--- src/rtl/rf_write_arbiter_if.sv ---
// rf_write_arbiter_if
// Bundles every request, result and status signal exchanged between the
// pipeline (master) and the register-file write arbiter (slave).
//   master : drives wb_*, mdu_valid/dest/val, issue_*, src1/src2;
//            observes mdu_ready, rf_*, hazards, wb_stall_req, pending
//   slave  : the arbiter side, the mirror image of master
interface rf_write_arbiter_if;
  logic        wb_en;
  logic [4:0]  wb_dest;
  logic [31:0] wb_val;
  logic        mdu_valid;
  logic [4:0]  mdu_dest;
  logic [31:0] mdu_val;
  logic        mdu_ready;
  logic        issue_en;
  logic [4:0]  issue_dest;
  logic [4:0]  src1;
  logic [4:0]  src2;
  logic        rf_we;
  logic [4:0]  rf_dest;
  logic [31:0] rf_wval;
  logic        hazard1;
  logic        hazard2;
  logic        issue_conflict;
  logic        wb_stall_req;
  logic [31:0] pending;

  modport master (
    output wb_en, wb_dest, wb_val,
    output mdu_valid, mdu_dest, mdu_val,
    output issue_en, issue_dest, src1, src2,
    input  mdu_ready, rf_we, rf_dest, rf_wval,
    input  hazard1, hazard2, issue_conflict, wb_stall_req, pending
  );

  modport slave (
    input  wb_en, wb_dest, wb_val,
    input  mdu_valid, mdu_dest, mdu_val,
    input  issue_en, issue_dest, src1, src2,
    output mdu_ready, rf_we, rf_dest, rf_wval,
    output hazard1, hazard2, issue_conflict, wb_stall_req, pending
  );
endinterface

--- src/rtl/rf_write_arbiter.sv ---
// rf_write_arbiter
// Shares the single register-file write port between the never-stalled WB
// stage and a long-latency unit (MDU). Unit results wait in a 2-entry FIFO
// and are written whenever WB leaves the port idle. A saturating wait counter
// asks the pipeline for a bubble when the FIFO head starves too long.
// Optional register scoreboard (macro RF_SCOREBOARD_EN) tracks destinations
// reserved by issued long-latency ops and flags source/issue hazards.
// Ports:
//   clk, rst : clock, synchronous active-high reset
//   bus      : rf_write_arbiter_if.slave (WB request, MDU offer/ready,
//              issue reservation, ID sources, RF write port, stall flags,
//              pending mask)
// Parameter:
//   STARVE_LIMIT : blocked cycles before wb_stall_req (1..7)
module rf_write_arbiter #(
  parameter int STARVE_LIMIT = 4
) (
  input logic               clk,
  input logic               rst,
  rf_write_arbiter_if.slave bus
);

  localparam logic [2:0] LIMIT = 3'(STARVE_LIMIT);

  logic [1:0]  count;
  logic [4:0]  q_dest [2];
  logic [31:0] q_val  [2];
  logic [2:0]  wait_cnt;
  logic        fifo_empty;
  logic        fifo_full;
  logic        push;
  logic        pop;

  assign fifo_empty    = (count == 2'd0);
  assign fifo_full     = (count == 2'd2);
  // Ready comes from registered count only, so it never depends on wb_en.
  assign bus.mdu_ready = !rst && !fifo_full;
  assign push          = bus.mdu_valid && bus.mdu_ready;
  // The head is written (and retired) in any cycle WB leaves the port free.
  assign pop           = !rst && !bus.wb_en && !fifo_empty;

  // Write-port mux: WB always wins, FIFO head fills idle slots; the data
  // lines are forced to zero whenever nothing is written.
  always_comb begin
    bus.rf_we   = 1'b0;
    bus.rf_dest = 5'd0;
    bus.rf_wval = 32'd0;
    if (!rst) begin
      if (bus.wb_en) begin
        bus.rf_we   = 1'b1;
        bus.rf_dest = bus.wb_dest;
        bus.rf_wval = bus.wb_val;
      end else if (!fifo_empty) begin
        bus.rf_we   = 1'b1;
        bus.rf_dest = q_dest[0];
        bus.rf_wval = q_val[0];
      end
    end
  end

  // Shift-style FIFO: slot 0 is always the head. A push that coincides with
  // a pop can only happen at count 1, so the new entry lands straight in the
  // head slot.
  always_ff @(posedge clk) begin
    if (rst) begin
      count     <= 2'd0;
      q_dest[0] <= 5'd0;
      q_dest[1] <= 5'd0;
      q_val[0]  <= 32'd0;
      q_val[1]  <= 32'd0;
    end else begin
      if (push && (pop || fifo_empty)) begin
        q_dest[0] <= bus.mdu_dest;
        q_val[0]  <= bus.mdu_val;
      end else if (pop) begin
        q_dest[0] <= q_dest[1];
        q_val[0]  <= q_val[1];
      end
      if (push && !pop && (count == 2'd1)) begin
        q_dest[1] <= bus.mdu_dest;
        q_val[1]  <= bus.mdu_val;
      end
      count <= count + 2'(push) - 2'(pop);
    end
  end

  // Starvation counter: counts cycles a queued head is blocked by WB and
  // saturates at 7; any pop or an empty FIFO restarts it.
  always_ff @(posedge clk) begin
    if (rst || pop || fifo_empty) begin
      wait_cnt <= 3'd0;
    end else if (bus.wb_en && (wait_cnt != 3'd7)) begin
      wait_cnt <= wait_cnt + 3'd1;
    end
  end

  assign bus.wb_stall_req = !rst && (wait_cnt >= LIMIT);

`ifdef RF_SCOREBOARD_EN
  logic [31:0] pending_q;
  logic        set_en;

  assign bus.issue_conflict = bus.issue_en && pending_q[bus.issue_dest];
  // r0 is hard-wired, so reserving it would only create false hazards.
  assign set_en       = bus.issue_en && !bus.issue_conflict &&
                        (bus.issue_dest != 5'd0);
  assign bus.pending  = pending_q;
  assign bus.hazard1  = pending_q[bus.src1];
  assign bus.hazard2  = pending_q[bus.src2];

  // Reservation mask: the clear for a retiring head is written first so a
  // same-cycle re-reservation of that register takes precedence.
  always_ff @(posedge clk) begin
    if (rst) begin
      pending_q <= 32'd0;
    end else begin
      if (pop) begin
        pending_q[q_dest[0]] <= 1'b0;
      end
      if (set_en) begin
        pending_q[bus.issue_dest] <= 1'b1;
      end
    end
  end
`else
  logic unused_sb;

  assign unused_sb          = ^{bus.issue_en, bus.issue_dest, bus.src1, bus.src2};
  assign bus.pending        = 32'd0;
  assign bus.hazard1        = 1'b0;
  assign bus.hazard2        = 1'b0;
  assign bus.issue_conflict = 1'b0;
`endif

endmodule

--- src/flat_wrapper.sv ---
// flat-port wrapper written by rule: the top's interface ports become plain ports
module rf_write_arbiter_flat 
#(
  parameter int STARVE_LIMIT = 4
)
  (clk, rst, bus_wb_en, bus_wb_dest, bus_wb_val, bus_mdu_valid, bus_mdu_dest, bus_mdu_val, bus_issue_en, bus_issue_dest, bus_src1, bus_src2, bus_mdu_ready, bus_rf_we, bus_rf_dest, bus_rf_wval, bus_hazard1, bus_hazard2, bus_issue_conflict, bus_wb_stall_req, bus_pending);
  rf_write_arbiter_if bus_i ();
  input logic clk;
  input logic rst;
  input wire logic [$bits(bus_i.wb_en)-1:0] bus_wb_en;
  input wire logic [$bits(bus_i.wb_dest)-1:0] bus_wb_dest;
  input wire logic [$bits(bus_i.wb_val)-1:0] bus_wb_val;
  input wire logic [$bits(bus_i.mdu_valid)-1:0] bus_mdu_valid;
  input wire logic [$bits(bus_i.mdu_dest)-1:0] bus_mdu_dest;
  input wire logic [$bits(bus_i.mdu_val)-1:0] bus_mdu_val;
  input wire logic [$bits(bus_i.issue_en)-1:0] bus_issue_en;
  input wire logic [$bits(bus_i.issue_dest)-1:0] bus_issue_dest;
  input wire logic [$bits(bus_i.src1)-1:0] bus_src1;
  input wire logic [$bits(bus_i.src2)-1:0] bus_src2;
  output wire logic [$bits(bus_i.mdu_ready)-1:0] bus_mdu_ready;
  output wire logic [$bits(bus_i.rf_we)-1:0] bus_rf_we;
  output wire logic [$bits(bus_i.rf_dest)-1:0] bus_rf_dest;
  output wire logic [$bits(bus_i.rf_wval)-1:0] bus_rf_wval;
  output wire logic [$bits(bus_i.hazard1)-1:0] bus_hazard1;
  output wire logic [$bits(bus_i.hazard2)-1:0] bus_hazard2;
  output wire logic [$bits(bus_i.issue_conflict)-1:0] bus_issue_conflict;
  output wire logic [$bits(bus_i.wb_stall_req)-1:0] bus_wb_stall_req;
  output wire logic [$bits(bus_i.pending)-1:0] bus_pending;
  assign bus_i.wb_en = bus_wb_en;
  assign bus_i.wb_dest = bus_wb_dest;
  assign bus_i.wb_val = bus_wb_val;
  assign bus_i.mdu_valid = bus_mdu_valid;
  assign bus_i.mdu_dest = bus_mdu_dest;
  assign bus_i.mdu_val = bus_mdu_val;
  assign bus_i.issue_en = bus_issue_en;
  assign bus_i.issue_dest = bus_issue_dest;
  assign bus_i.src1 = bus_src1;
  assign bus_i.src2 = bus_src2;
  assign bus_mdu_ready = bus_i.mdu_ready;
  assign bus_rf_we = bus_i.rf_we;
  assign bus_rf_dest = bus_i.rf_dest;
  assign bus_rf_wval = bus_i.rf_wval;
  assign bus_hazard1 = bus_i.hazard1;
  assign bus_hazard2 = bus_i.hazard2;
  assign bus_issue_conflict = bus_i.issue_conflict;
  assign bus_wb_stall_req = bus_i.wb_stall_req;
  assign bus_pending = bus_i.pending;
  rf_write_arbiter #(.STARVE_LIMIT(STARVE_LIMIT)) u_core (.clk(clk), .rst(rst), .bus(bus_i));
endmodule
--- config.mk ---
export PLATFORM = sky130hd
export DESIGN_NAME = rf_write_arbiter_flat
export DESIGN_NICKNAME = d
export VERILOG_FILES = /design/src/rtl/rf_write_arbiter_if.sv /design/src/rtl/rf_write_arbiter.sv /design/src/flat_wrapper.sv
export SDC_FILE = /design/constraint.sdc
export NUM_CORES = 1
export LEC_CHECK = 0
export ABC_CLOCK_PERIOD_IN_PS = 5700
export CORE_MARGIN = 4
export CORE_UTILIZATION = 44
export CTS_BUF_LIST = sky130_fd_sc_hd__clkbuf_4 sky130_fd_sc_hd__clkbuf_8
export DETAILED_ROUTE_END_ITERATION = 12
export PLACE_DENSITY = 0.8
export SLEW_MARGIN = 20
export SYNTH_ARGS = -nofsm -noshare
export SYNTH_HDL_FRONTEND = slang
export SYNTH_SLANG_ARGS = --single-unit
--- constraint.sdc ---
create_clock -name clk -period 5.7 [get_ports clk]
set_input_delay 0.57 -clock clk [delete_from_list [all_inputs] [get_ports clk]]
set_output_delay 0.57 -clock clk [all_outputs]
set_load 0.03 [all_outputs]
## Word-level counts from Yosys, hierarchy flattened

Memories as Yosys holds them, arrays and structs flattened.
Cells that the tools add are included.

| cells by class | value |
|---|---|
| order comparisons | 1 |
| eq/ne operators | 3 |
| multipliers | 0 |
| muxes and demuxes | 27 |
| divide/modulo/power cells | 0 |
| reduce and logical (&&, ||, !) cells | 18 |
| add/sub/neg operators | 3 |
| bitwise logic cells | 6 |
| shift-type cells | 0 |

Operators by type and width:

| cell | count |
|---|---|
| $mux W32 | 6 |
| $mux W5 | 6 |
| $mux W1 | 15 |
| $logic_and A1 B1 Y1 | 9 |
| $or A1 B1 Y1 | 6 |
| $logic_not A1 Y1 | 5 |
| $add A3 B1 Y3 const B | 1 |
| $ge A3 B3 Y1 const B | 1 |
| $logic_or A1 B1 Y1 | 3 |
| $ne A3 B3 Y1 const B | 1 |
| $add A2 B1 Y2 | 1 |
| $eq A2 B1 Y1 const B | 1 |
| $eq A2 B2 Y1 const B | 1 |
| $logic_not A2 Y1 | 1 |
| $sub A2 B1 Y2 | 1 |

| word-level totals | value |
|---|---|
| memories kept | 2 |
| memory bits (writable) | 74 |
| latch bits | 0 |
| ROM bits | 0 |
| bits of input ports | 94 |
| output and inout port bits | 75 |
| flip-flop bits (word level) | 5 |

Memory list:

| memory | words | width | rd ports | clocked after Yosys merged registers in | wr ports | RTL line | source |
|---|---|---|---|---|---|---|---|
| u_core.q_val | 2 | 32 | 2 | 0 | 2 | rf_write_arbiter.sv:27 | `logic [31:0] q_val [2];` |
| u_core.q_dest | 2 | 5 | 2 | 0 | 2 | rf_write_arbiter.sv:26 | `logic [4:0] q_dest [2];` |

## Longest topological paths before layout

Gate-level depths: netlist (run 1).

| logic depth | value |
|---|---|
| word-level depth | 10 |
| depth in mapped cells | 9 |
| gate-level depth less buffers | 7 |

## Least setup slack after synthesis (run 1)

Ideal clock, no wire load.

| timing | value |
|---|---|
| kind | input -> register |
| start point | in bus_mdu_valid |
| end point | mem u_core.q_dest[1][0] (netlist: u_core.q_dest[0][5]), enable pin |
| required time | 5217 ps |
| path buffers | 0 |
| arrival | 3283 ps |
| stages | 2 |
| setup slack | 1935 ps |
| setup time | 483 ps |
| cell sequence | nand2b_4 > o21ai_0 |

RTL lines:

| what | RTL line | source |
|---|---|---|
| from (decl) | flat_wrapper.sv:13 | `input wire logic [$bits(bus_i.mdu_valid)-1:0] bus_mdu_valid;` |
| to (decl) | rf_write_arbiter.sv:26 |  |

## Worst setup path after layout (run 1)

| timing | value |
|---|---|
| start point | in bus_wb_en |
| end point | out bus_rf_wval[26] |

| between the ends | value |
|---|---|
| cells in the longest elaborated chain, start to end | 2 |

RTL lines:

| what | RTL line | source |
|---|---|---|
| from (decl) | flat_wrapper.sv:10 | `input wire logic [$bits(bus_i.wb_en)-1:0] bus_wb_en;` |
| $mux W32 | rf_write_arbiter.sv:49 | `if (bus.wb_en) begin` |
| $mux W32 | rf_write_arbiter.sv:48 | `if (!rst) begin` |
| to (decl) | flat_wrapper.sv:23 | `output wire logic [$bits(bus_i.rf_wval)-1:0] bus_rf_wval;` |

Every way passes these cells.

==> results of run 1 <==
==> synth_stat cells (2+ instances only) <==
cell type   n  area (um^2)
a21oi_1    39          195
clkbuf_1    8         30.0
edfxtp_1   74         2220
nor2b_1     5         31.3
nand2_1     3         11.3
nand4_1    37          231
buf_4      40          300
nor2_1      6         22.5
xor2_1      2         17.5
o31ai_1    37          278
dfxtp_1     5          100
a22o_1     37          324
and2_1     39          244
nor3_1      2         10.0
o21ai_0     2         10.0
ha_1        4         50.1
buf_2      16         80.1
clkbuf_2    3         15.0
buf_6       9          101
inv_1       3         11.3
==> worst max-delay path: stages <==
cell and delay, ps:
clkdlybuf4s50_1 500, o21bai_4 480, nor2_4 810, a22o_1 240, clkdlybuf4s50_1 670
==> worst max-delay path by stage <==
stage             startpoint                           endpoint  slack (ps)  depth (start not counted)
2_1_floorplan  bus_mdu_valid  u_core.q_dest[0][5]$_SDFFCE_PN0P_        1930                          2
3_3_place_gp       bus_wb_en                    bus_rf_wval[27]        1860                          5
3_5_place_dp       bus_wb_en                     bus_rf_wval[0]        1830                          5
4_1_cts            bus_wb_en                     bus_rf_wval[0]        1830                          5
5_1_grt            bus_wb_en                    bus_rf_wval[23]        1670                          5
6_report           bus_wb_en                    bus_rf_wval[26]        1830                          5
==> power by group through the flow <==
| stage | registers (uW) | clock network (uW) | logic, uW |
|---|---|---|---|
| after floorplan | 786 | 0 | 339 |
| after global placement | 801 | 0 | 421 |
| after detailed placement | 802 | 0 | 431 |
| after CTS | 790 | 361 | 434 |
| after global routing | 798 | 391 | 472 |
| final | 789 | 352 | 437 |
==> logic make-up (layout without fill, tap and decap cells) <==
kind of cell,count (synthesis),after routing,synth area share [%]
muxes,1,1,0.228
buffers and inverters,79,138,12.3
AOI/OAI and AO/OA,119,119,19.6
other,1,35,0.0856
and+or+nand+nor,94,94,13.0
DFF,79,79,53.0
xor gates and xnor gates,3,3,0.600
adders and majority gates,4,4,1.14
==> cell usage in the layout, fill, tap and decap left out, types with 5 or more instances in the layout <==
| cell | Yosys | final |
|---|---|---|
| a21oi_1 | 39 | 39 |
| a22o_1 | 37 | 37 |
| and2_1 | 39 | 39 |
| clkbuf_8 | 0 | 9 |
| clkdlybuf4s50_1 | 0 | 116 |
| conb_1 | 1 | 35 |
| dfxtp_1 | 5 | 5 |
| edfxtp_1 | 74 | 74 |
| nand4_1 | 37 | 37 |
| nor2_1 | 6 | 5 |
| o31ai_1 | 37 | 37 |
==> sequential cells by signal, summed over array words and instances (netlist names) <==
register         flops
u_core.q_dest       10
u_core.count         2
u_core.wait_cnt      3
u_core.q_val        64
==> per-layer routing <==
layer | up-vias | global-route usage, % | wire (um)
met5 | - | 0 | 0
met4 | 0 | 6.40 | 204
met3 | 17 | 4.26 | 809
met2 | 156 | 27.3 | 4840
met1 | 1557 | 22.7 | 4240
li1 | 1563 | - | -
==> cell type report <==
type	instances	area [um^2]	share of cell area, %
Multi-Input combinational cell	256	1680	30.3
Clock inverter	6	27.5	0.497
Clock buffer	10	131	2.37
Tap cell	133	166	3.00
Sequential cell	79	2320	41.9
Inverter	3	11.3	0.203
Timing Repair Buffer	119	1200	21.7
==> through the flow <==
step,hold slack [ps],std cells,area [um^2],utilization [%],worst slack (ps)
2_1_floorplan,465,414,4510,-,1930
3_3_place_gp,479,589,5350,55.0,1860
3_5_place_dp,514,589,5350,55.0,1830
4_1_cts,531,605,5510,56.7,1830
5_1_grt,556,606,5540,57.0,1670
6_report,528,606,5540,57.0,1830
==> results by group, run 1 <==
Die
  – Die Wd: 108 um
  – Area of the core: 9730 um^2
  – Die Ht: 108 um
  – Initial core utilization: approximately 45%
  – I/O pins: 169
  – Die area: about 12,000 um^2
  – Row cnt: 36

Global route
  – Vias in the first global route: ~3,000
  – Largest net degree at the start of global routing: 48
  – Total grt overflow: 0
  – Initial antenna violation count: 0
  – First-pass GRT wire length: approximately 16,000 um
  – GR Util All Layers: roughly 17%

Setup path
  – Reg-to-reg endpoint: u_core.count[1]$_SDFF_PP0_
  – Critical Path RT: between 5000 and 6000 ps
  – Register-to-register setup slack: ~3000 ps
  – Setup crit end kind: output pin
  – FF-to-FF Start: u_core.count[1]$_SDFF_PP0_
  – Critical path peak fanout: 40
  – CP Data Arrival Time: between 3000 and 4000 ps
  – CP Launch Type: input port
  – Kind of critical path: input port to output pin
  – Worst reg-to-reg path cell count: 7

Timing
  – Max_slew headroom: 27.2%
  – Max Slew Vio Count: 0
  – Tcrit/Tclk final: 67.9%
  – Final setup fails: 0
  – Post-layout min period: between 3000 and 4000 ps
  – Highest Clock Rate: around 260 MHz
  – Fin Setup TNS: 0 ps
  – Worst-Margin Slew: between 1000 and 1500 ps
  – Hold Vio Cnt, Final: 0
  – Clock Skew: ~8 ps
  – RSZ-0062 raised after global routing: false

Outcome
  – Status: finished, final reports clean

Clock network
  – Cts hold-fix bufs: 0
  – Resized Gates After CTS: 0
  – Root Buffer: clkbuf_8
  – Clock transition at the registers of the reported paths: 70 ps
  – Clk sinks: ~80
  – CTS tree: built
  – Max Buffers Root-to-Sink: 2
  – H-tree levels: 3
  – Post-CTS Setup Inserts: 0
  – CTS Buf Count: 9
  – Later-pin clock latency in the skew report: between 300 and 400 ps

Placement
  – Hpwl dp: between 6000 and 7000 um
  – Gpl congestion: 0.779
  – IO Port Bufs: between 100 and 150

Power
  – PwrDens: roughly 280 nW/um^2
  – Net switching power: just over 500 uW
  – Logic pwr share: ~28%
  – Cell leakage power: about 0.002 uW
  – Power Internal: 1070 uW
  – Clock power share: ~22%
  – Switching Fraction: between 30% and 40%
  – Register share of total power: about half
  – Worst vdd ir: ~0.00015 V
  – Design Power: between 1500 and 2000 uW

Finish
  – Share of layout cells above drive strength 1: 5.50%
  – # fillers: between 800 and 900
  – Layout Nets: between 500 and 600
  – Synth-to-Final Area Change: 26.5%
  – N_diodes: 0

Synthesis
  – Post-synth EDFFs: 74
  – Asr flop ratio synth: 0%
  – Sequential area share after synthesis: 53.0%
  – Netlist Area Pre-Place: roughly 4400 um^2
  – Top_reg_cell synth: edfxtp_1
  – #FFs+latches synth: 79
  – Cells after synthesis: between 300 and 400
  – Post-synthesis cell type count: 29
  – Syn Area/Cell: 11.5 um^2
  – Synth warn: 0

Drt
  – DRT Wirelength: 10,100 um
  – # DRC: 0
  – TritonRoute pass-1 iters: 6
  – Initial drt markers: ~210
  – Routed Antenna Nets: 0
  – Vias: between 3,000 and 4,000
  – WL per Instance: between 15 and 20 um
  – Number of vias per cell: between 5 and 6

Hold path
  – Min-delay src: u_core.wait_cnt[0]$_SDFFE_PP0P_
  – Hold WC Path Type: flop to flop
  – Hold Path Depth: 2
  – Hold EP: u_core.wait_cnt[0]$_SDFFE_PP0P_

Run
  – Max_cap viols: 0
Power figures use the tool's default switching activity.
==> run 2: changes to the inputs <==
--- a/config.mk
+++ b/config.mk
@@ -5,7 +5,7 @@
 export SDC_FILE = /design/constraint.sdc
 export NUM_CORES = 1
 export LEC_CHECK = 0
-export ABC_CLOCK_PERIOD_IN_PS = 5700
+export ABC_CLOCK_PERIOD_IN_PS = 4050
 export CORE_MARGIN = 4
 export CORE_UTILIZATION = 44
 export CTS_BUF_LIST = sky130_fd_sc_hd__clkbuf_4 sky130_fd_sc_hd__clkbuf_8
==> constraint.sdc (replaced) <==
create_clock -name clk -period 4.05 [get_ports clk]
set_input_delay 0.405 -clock clk [delete_from_list [all_inputs] [get_ports clk]]
set_output_delay 0.405 -clock clk [all_outputs]
set_load 0.03 [all_outputs]
==> results by group, run 2 (synthesis results as in run 1) <==
Outcome
  – Status: finished, final reports clean

Clock network
  – CTS tree: built
  – Resized Gates After CTS: 0
  – Later-pin clock latency in the skew report: around 330 ps
  – Post-CTS Setup Inserts: 0
  – Cts hold-fix bufs: 0
  – H-tree levels: 3
  – Max Buffers Root-to-Sink: 2
  – CTS Buf Count: 9
  – Clk sinks: 79
  – Root Buffer: clkbuf_8
  – Clock transition at the registers of the reported paths: 80 ps

Drt
  – DRT Wirelength: 10,200 um
  – Routed Antenna Nets: 0
  – # DRC: 0
  – Initial drt markers: roughly 220
  – WL per Instance: around 17 um
  – Number of vias per cell: approximately 5.4
  – Vias: 3,305
  – TritonRoute pass-1 iters: 4

Power
  – Switching Fraction: between 30% and 40%
  – Worst vdd ir: between 0.0002 and 0.00025 V
  – PwrDens: just over 400 nW/um^2
  – Register share of total power: slightly below 50%
  – Clock power share: between 20 and 25%
  – Power Internal: between 1500 and 2000 uW
  – Net switching power: between 700 and 800 uW
  – Cell leakage power: approximately 0.0020 uW
  – Logic pwr share: 27.7%

Setup path
  – Critical Path RT: approximately 3600 ps
  – Setup crit end kind: output pin
  – CP peak stage delay: roughly 800 ps
  – CP delay by family, top: buffers and inverters
  – CP Launch Type: input port
  – Kind of critical path: input port to output pin
  – Critical path startpoint: bus_wb_en
  – Critical path peak fanout: 38
  – FF-to-FF Start: u_core.count[1]$_SDFF_PP0_
  – Critical Path, Cell by Cell: clkdlybuf4s50_1 -> nor2b_4 -> a22o_1 -> clkdlybuf4s50_1
  – CP Data Arrival Time: 2750 ps
  – Buf/Inv on CP: 2
  – Worst path slowest cell: nor2b_4
  – Crit path top cell by count: clkdlybuf4s50_1

Timing
  – Hold Vio Cnt, Final: 0
  – Fin Setup TNS: 0 ps
  – Max Slew Vio Count: 0
  – Clock Skew: 11.9 ps
  – Highest Clock Rate: between 300 and 400 MHz
  – Max_slew headroom: roughly two fifths
  – Worst-Margin Slew: ~890 ps
  – Post-layout min period: between 3000 and 4000 ps
  – Final setup fails: 0
  – Final worst setup slack: roughly 900 ps
  – Tcrit/Tclk final: between 70 and 80%
  – RSZ-0062 raised after global routing: false

Finish
  – Layout Nets: approximately 570
  – Most common cell after layout, fill and taps aside: clkdlybuf4s50_1
  – Largest Register: u_core.q_val
  – Largest regs: u_core.q_val (64), u_core.q_dest (10), u_core.wait_cnt (3)
  – Fin cells: between 600 and 700
  – Synth-to-Final Area Change: 27.9%
  – Max reg flops: 64
  – Share of layout cells above drive strength 1: between 7 and 8%
  – Most frequent cells in the layout: 116 x clkdlybuf4s50_1, 74 x edfxtp_1, 39 x a21oi_1, 39 x and2_1
  – N_diodes: 0
  – Final core utilization: 57.6%

Die
  – Row cnt: 36
  – I/O pins: between 150 and 200
  – Die Ht: between 100 and 150 um
  – Die Wd: between 100 and 150 um
  – Die area: ~12,000 um^2
  – Area of the core: ~9700 um^2
  – Initial core utilization: 45.0%

Global route
  – Vias in the first global route: 3,159
  – Initial antenna violation count: 0
  – Total grt overflow: 0
  – First-pass GRT wire length: 15,900 um
  – GR Util All Layers: around 17%
  – Largest net degree at the start of global routing: 43

Placement
  – IO Port Bufs: 117
  – Hpwl dp: approximately 6700 um
  – Gpl congestion: 0.789
  – Worst slack at placement: between 900 and 1000 ps
  – Placed Cells: 595

Hold path
  – Min-delay src: u_core.wait_cnt[0]$_SDFFE_PP0P_
  – Hold WC Path Type: flop to flop

Run
  – Max_cap viols: 0
## run 2: final cells by class
type                       count  area (um^2)
clock buffer                  11          145
inverter                       3         11.3
timing repair buffer         125         1250
tap                          133          166
multi-input combinational    256         1680
fill                         832         4120
clock inverter                 5         33.8
sequential                    79         2320
## run 2: worst paths after layout
check | end | slack, ps | depth (start not counted)
worst max-delay path | bus_rf_wval[30] | 890 | 4
worst min-delay path | u_core.wait_cnt[0]$_SDFFE_PP0P_ | 530 | 2
worst max register to register | u_core.q_val[0][27]$_SDFFCE_PN0P_ | 1610 | 5
worst min register to register | u_core.wait_cnt[0]$_SDFFE_PP0P_ | 530 | 2
## run 2: stage by stage
stage | total power (uW) | cell area (um^2) | hold WS [ps]
final | 2270 | 5610 | 532
after global routing | 2380 | 5610 | 561
after CTS | 2270 | 5580 | 536
after detailed placement | 1750 | 5400 | 513
after global placement | 1730 | 5400 | 479
after floorplan | 1580 | 4510 | 465
## run 2: layer usage
| metal | share of wire, % | global-route usage, % |
|---|---|---|
| met1 | 41 | 22.5 |
| met2 | 50 | 29.5 |
| met3 | 8.2 | 2.46 |
| met4 | 1.1 | 5.59 |
| met5 | 0 | 0 |
## run 2: tightest hold or removal path: stages, from the launching register on
cell     delay [ps]
dfxtp_1         360
xor2_1           70
nor2_1           70
## run 2: power by group through the flow
stage / Combinational [uW] / Sequential [uW] / Clock (uW)
5_1_grt: 680 / 1120 / 579
3_5_place_dp: 621 / 1130 / 0
4_1_cts: 623 / 1110 / 536
2_1_floorplan: 477 / 1110 / 0
3_3_place_gp: 602 / 1130 / 0
6_report: 628 / 1110 / 527
==> run 3: changes to the inputs <==
--- a/config.mk
+++ b/config.mk
@@ -5,7 +5,7 @@
 export SDC_FILE = /design/constraint.sdc
 export NUM_CORES = 1
 export LEC_CHECK = 0
-export ABC_CLOCK_PERIOD_IN_PS = 4050
+export ABC_CLOCK_PERIOD_IN_PS = 3100
 export CORE_MARGIN = 4
 export CORE_UTILIZATION = 44
 export CTS_BUF_LIST = sky130_fd_sc_hd__clkbuf_4 sky130_fd_sc_hd__clkbuf_8
==> constraint.sdc (replaced) <==
create_clock -name clk -period 3.1 [get_ports clk]
set_input_delay 0.31 -clock clk [delete_from_list [all_inputs] [get_ports clk]]
set_output_delay 0.31 -clock clk [all_outputs]
set_load 0.03 [all_outputs]
==> results by group, run 3 (synthesis results as in run 1) <==
Outcome
  – Status: finished, final reports clean

Clock network
  – Resized Gates After CTS: 0
  – Post-CTS Setup Inserts: 0
  – H-tree levels: 3
  – Later-pin clock latency in the skew report: 340 ps
  – Cts hold-fix bufs: 0
  – Clock transition at the registers of the reported paths: approximately 80 ps
  – Clk sinks: 79
  – CTS Buf Count: 9
  – Max Buffers Root-to-Sink: 2
  – Root Buffer: clkbuf_8
  – CTS tree: built

Drt
  – DRT Wirelength: approximately 11,000 um
  – Met3 WL: ~850 um
  – Number of vias per cell: ~5.5
  – Vias: ~3,400
  – Top sig layer: met4
  – WL per Instance: between 15 and 20 um
  – TritonRoute pass-1 iters: 4
  – Initial drt markers: ~220
  – Routed Antenna Nets: 0
  – # DRC: 0
  – Met1 wire length: approximately 4000 um
  – Met2 wire length: between 5000 and 6000 um

Finish
  – Design area: around 5600 um^2
  – Most common cell after layout, fill and taps aside: clkdlybuf4s50_1
  – Max reg flops: 64
  – Fin cells: between 600 and 700
  – N_diodes: 0
  – Most frequent cells in the layout: 79 x clkdlybuf4s50_1, 74 x edfxtp_1, 47 x buf_4
  – FF+latch area: around 2300 um^2
  – Largest regs: u_core.q_val (64), u_core.q_dest (10), u_core.wait_cnt (3)
  – Share of layout cells above drive strength 1: 15.3%
  – Layout Nets: about 580
  – Synth-to-Final Area Change: 28.1%
  – Multi-input logic area: between 1500 and 2000 um^2
  – Largest Register: u_core.q_val
  – # fillers: approximately 840

Die
  – I/O pins: between 150 and 200
  – Initial core utilization: 45.0%
  – Die Wd: between 100 and 150 um
  – Die Ht: ~110 um
  – Row cnt: 36
  – Die area: roughly 12,000 um^2
  – Area of the core: between 9000 and 10,000 um^2

Global route
  – Largest net degree at the start of global routing: 40
  – Total grt overflow: 0
  – First-pass GRT wire length: 16,200 um
  – Initial antenna violation count: 0
  – GR Util All Layers: 18.0%
  – Vias in the first global route: approximately 3,200

Power
  – PwrDens: approximately 570 nW/um^2
  – Register share of total power: approximately 46%
  – Switching Fraction: a little under a third
  – Logic pwr share: between 20% and 30%
  – Net switching power: between 900 and 1000 uW
  – Cell leakage power: ~0.0021 uW
  – Power Internal: between 2000 and 2500 uW
  – Worst vdd ir: between 0.0002 and 0.00025 V
  – Clock power share: 28.7%

Timing
  – Final setup fails: 0
  – Worst-Margin Slew: around 790 ps
  – RSZ-0062 raised after global routing: false
  – Highest Clock Rate: just over 400 MHz
  – Fin Setup TNS: 0 ps
  – Hold slack: around 540 ps
  – Hold Vio Cnt, Final: 0
  – Tcrit/Tclk final: approximately four fifths
  – Post-layout min period: 2430 ps
  – Clock Skew: between 8 and 9 ps
  – Max_slew headroom: between 40% and 50%
  – Max Slew Vio Count: 0

Hold path
  – Hold WC Path Type: flop to flop

Placement
  – Hpwl dp: approximately 7300 um
  – Area after DPL: approximately 5400 um^2
  – Placed Cells: 600
  – IO Port Bufs: 117
  – Gpl congestion: between 0.7 and 0.8

Setup path
  – Setup crit end kind: output pin
  – Critical path peak fanout: 20
  – Kind of critical path: input port to output pin
  – Critical Path RT: 2790 ps
  – CP Data Arrival Time: 2120 ps
  – CP Launch Type: input port

Run
  – Max_cap viols: 0
-- run 3: changes by cell type in the layout (fill, tap and decap cells not counted) --
cell,change
clkinv_2,-1
bufinv_16,+3
nand2_1,+1
clkinvlp_4,-2
clkbuf_4,-1
buf_16,-1
buf_4,+40
buf_12,+2
clkbuf_8,-1
nand2_2,-1
clkdlybuf4s50_1,-37
clkinv_4,+2
-- run 3: path summary, 6_finish.rpt --
kind / endpoint / startpoint / cells after the start / slack (ps)
max: bus_rf_wval[28] / bus_wb_en / 6 / 670
max reg2reg: u_core.q_val[0][12]$_SDFFCE_PN0P_ / u_core.count[1]$_SDFF_PP0_ / 5 / 1060
min reg2reg: u_core.wait_cnt[0]$_SDFFE_PP0P_ / u_core.wait_cnt[0]$_SDFFE_PP0P_ / 2 / 540
min: u_core.wait_cnt[0]$_SDFFE_PP0P_ / u_core.wait_cnt[0]$_SDFFE_PP0P_ / 2 / 540
-- run 3: power groups by stage --
stage / Sequential, uW / Combinational [uW] / Clock, uW
floorplan: 1440 / 623 / 0
global placement: 1470 / 800 / 0
detailed placement: 1480 / 820 / 0
CTS: 1460 / 822 / 936
global route: 1470 / 887 / 989
finish: 1460 / 819 / 916
-- run 3: stage by stage --
stage | power [uW] | utilization [%] | setup WS, ps
after detailed placement | 2300 | 55.2 | 578
final | 3190 | 57.7 | 674
after CTS | 3210 | 57.7 | 630
after floorplan | 2070 | - | 400
after global placement | 2270 | 55.2 | 596
after global routing | 3350 | 57.7 | 536
-- run 3: layer usage --
layer / global-route usage [%] / vias to the layer above
li1: - / 1582
met3: 2.64 / 16
met5: 0 / -
met4: 6.49 / 0
met1: 21.7 / 1609
met2: 32.3 / 167
-- run 3: final cells by class --
cell class / instances / share of cell area [%]
sequential: 79 / 41.4
multi-input combinational: 256 / 29.9
timing repair buffer: 129 / 21.2
tap: 133 / 2.97
clock buffer: 9 / 2.21
clock inverter: 7 / 2.16
inverter: 3 / 0.201
-- run 3: worst max-delay path, stage by stage --
cell	delay, ps
clkdlybuf4s50_1	530
o21bai_4	240
nor2_4	430
buf_4	280
a22o_1	160
buf_4	160
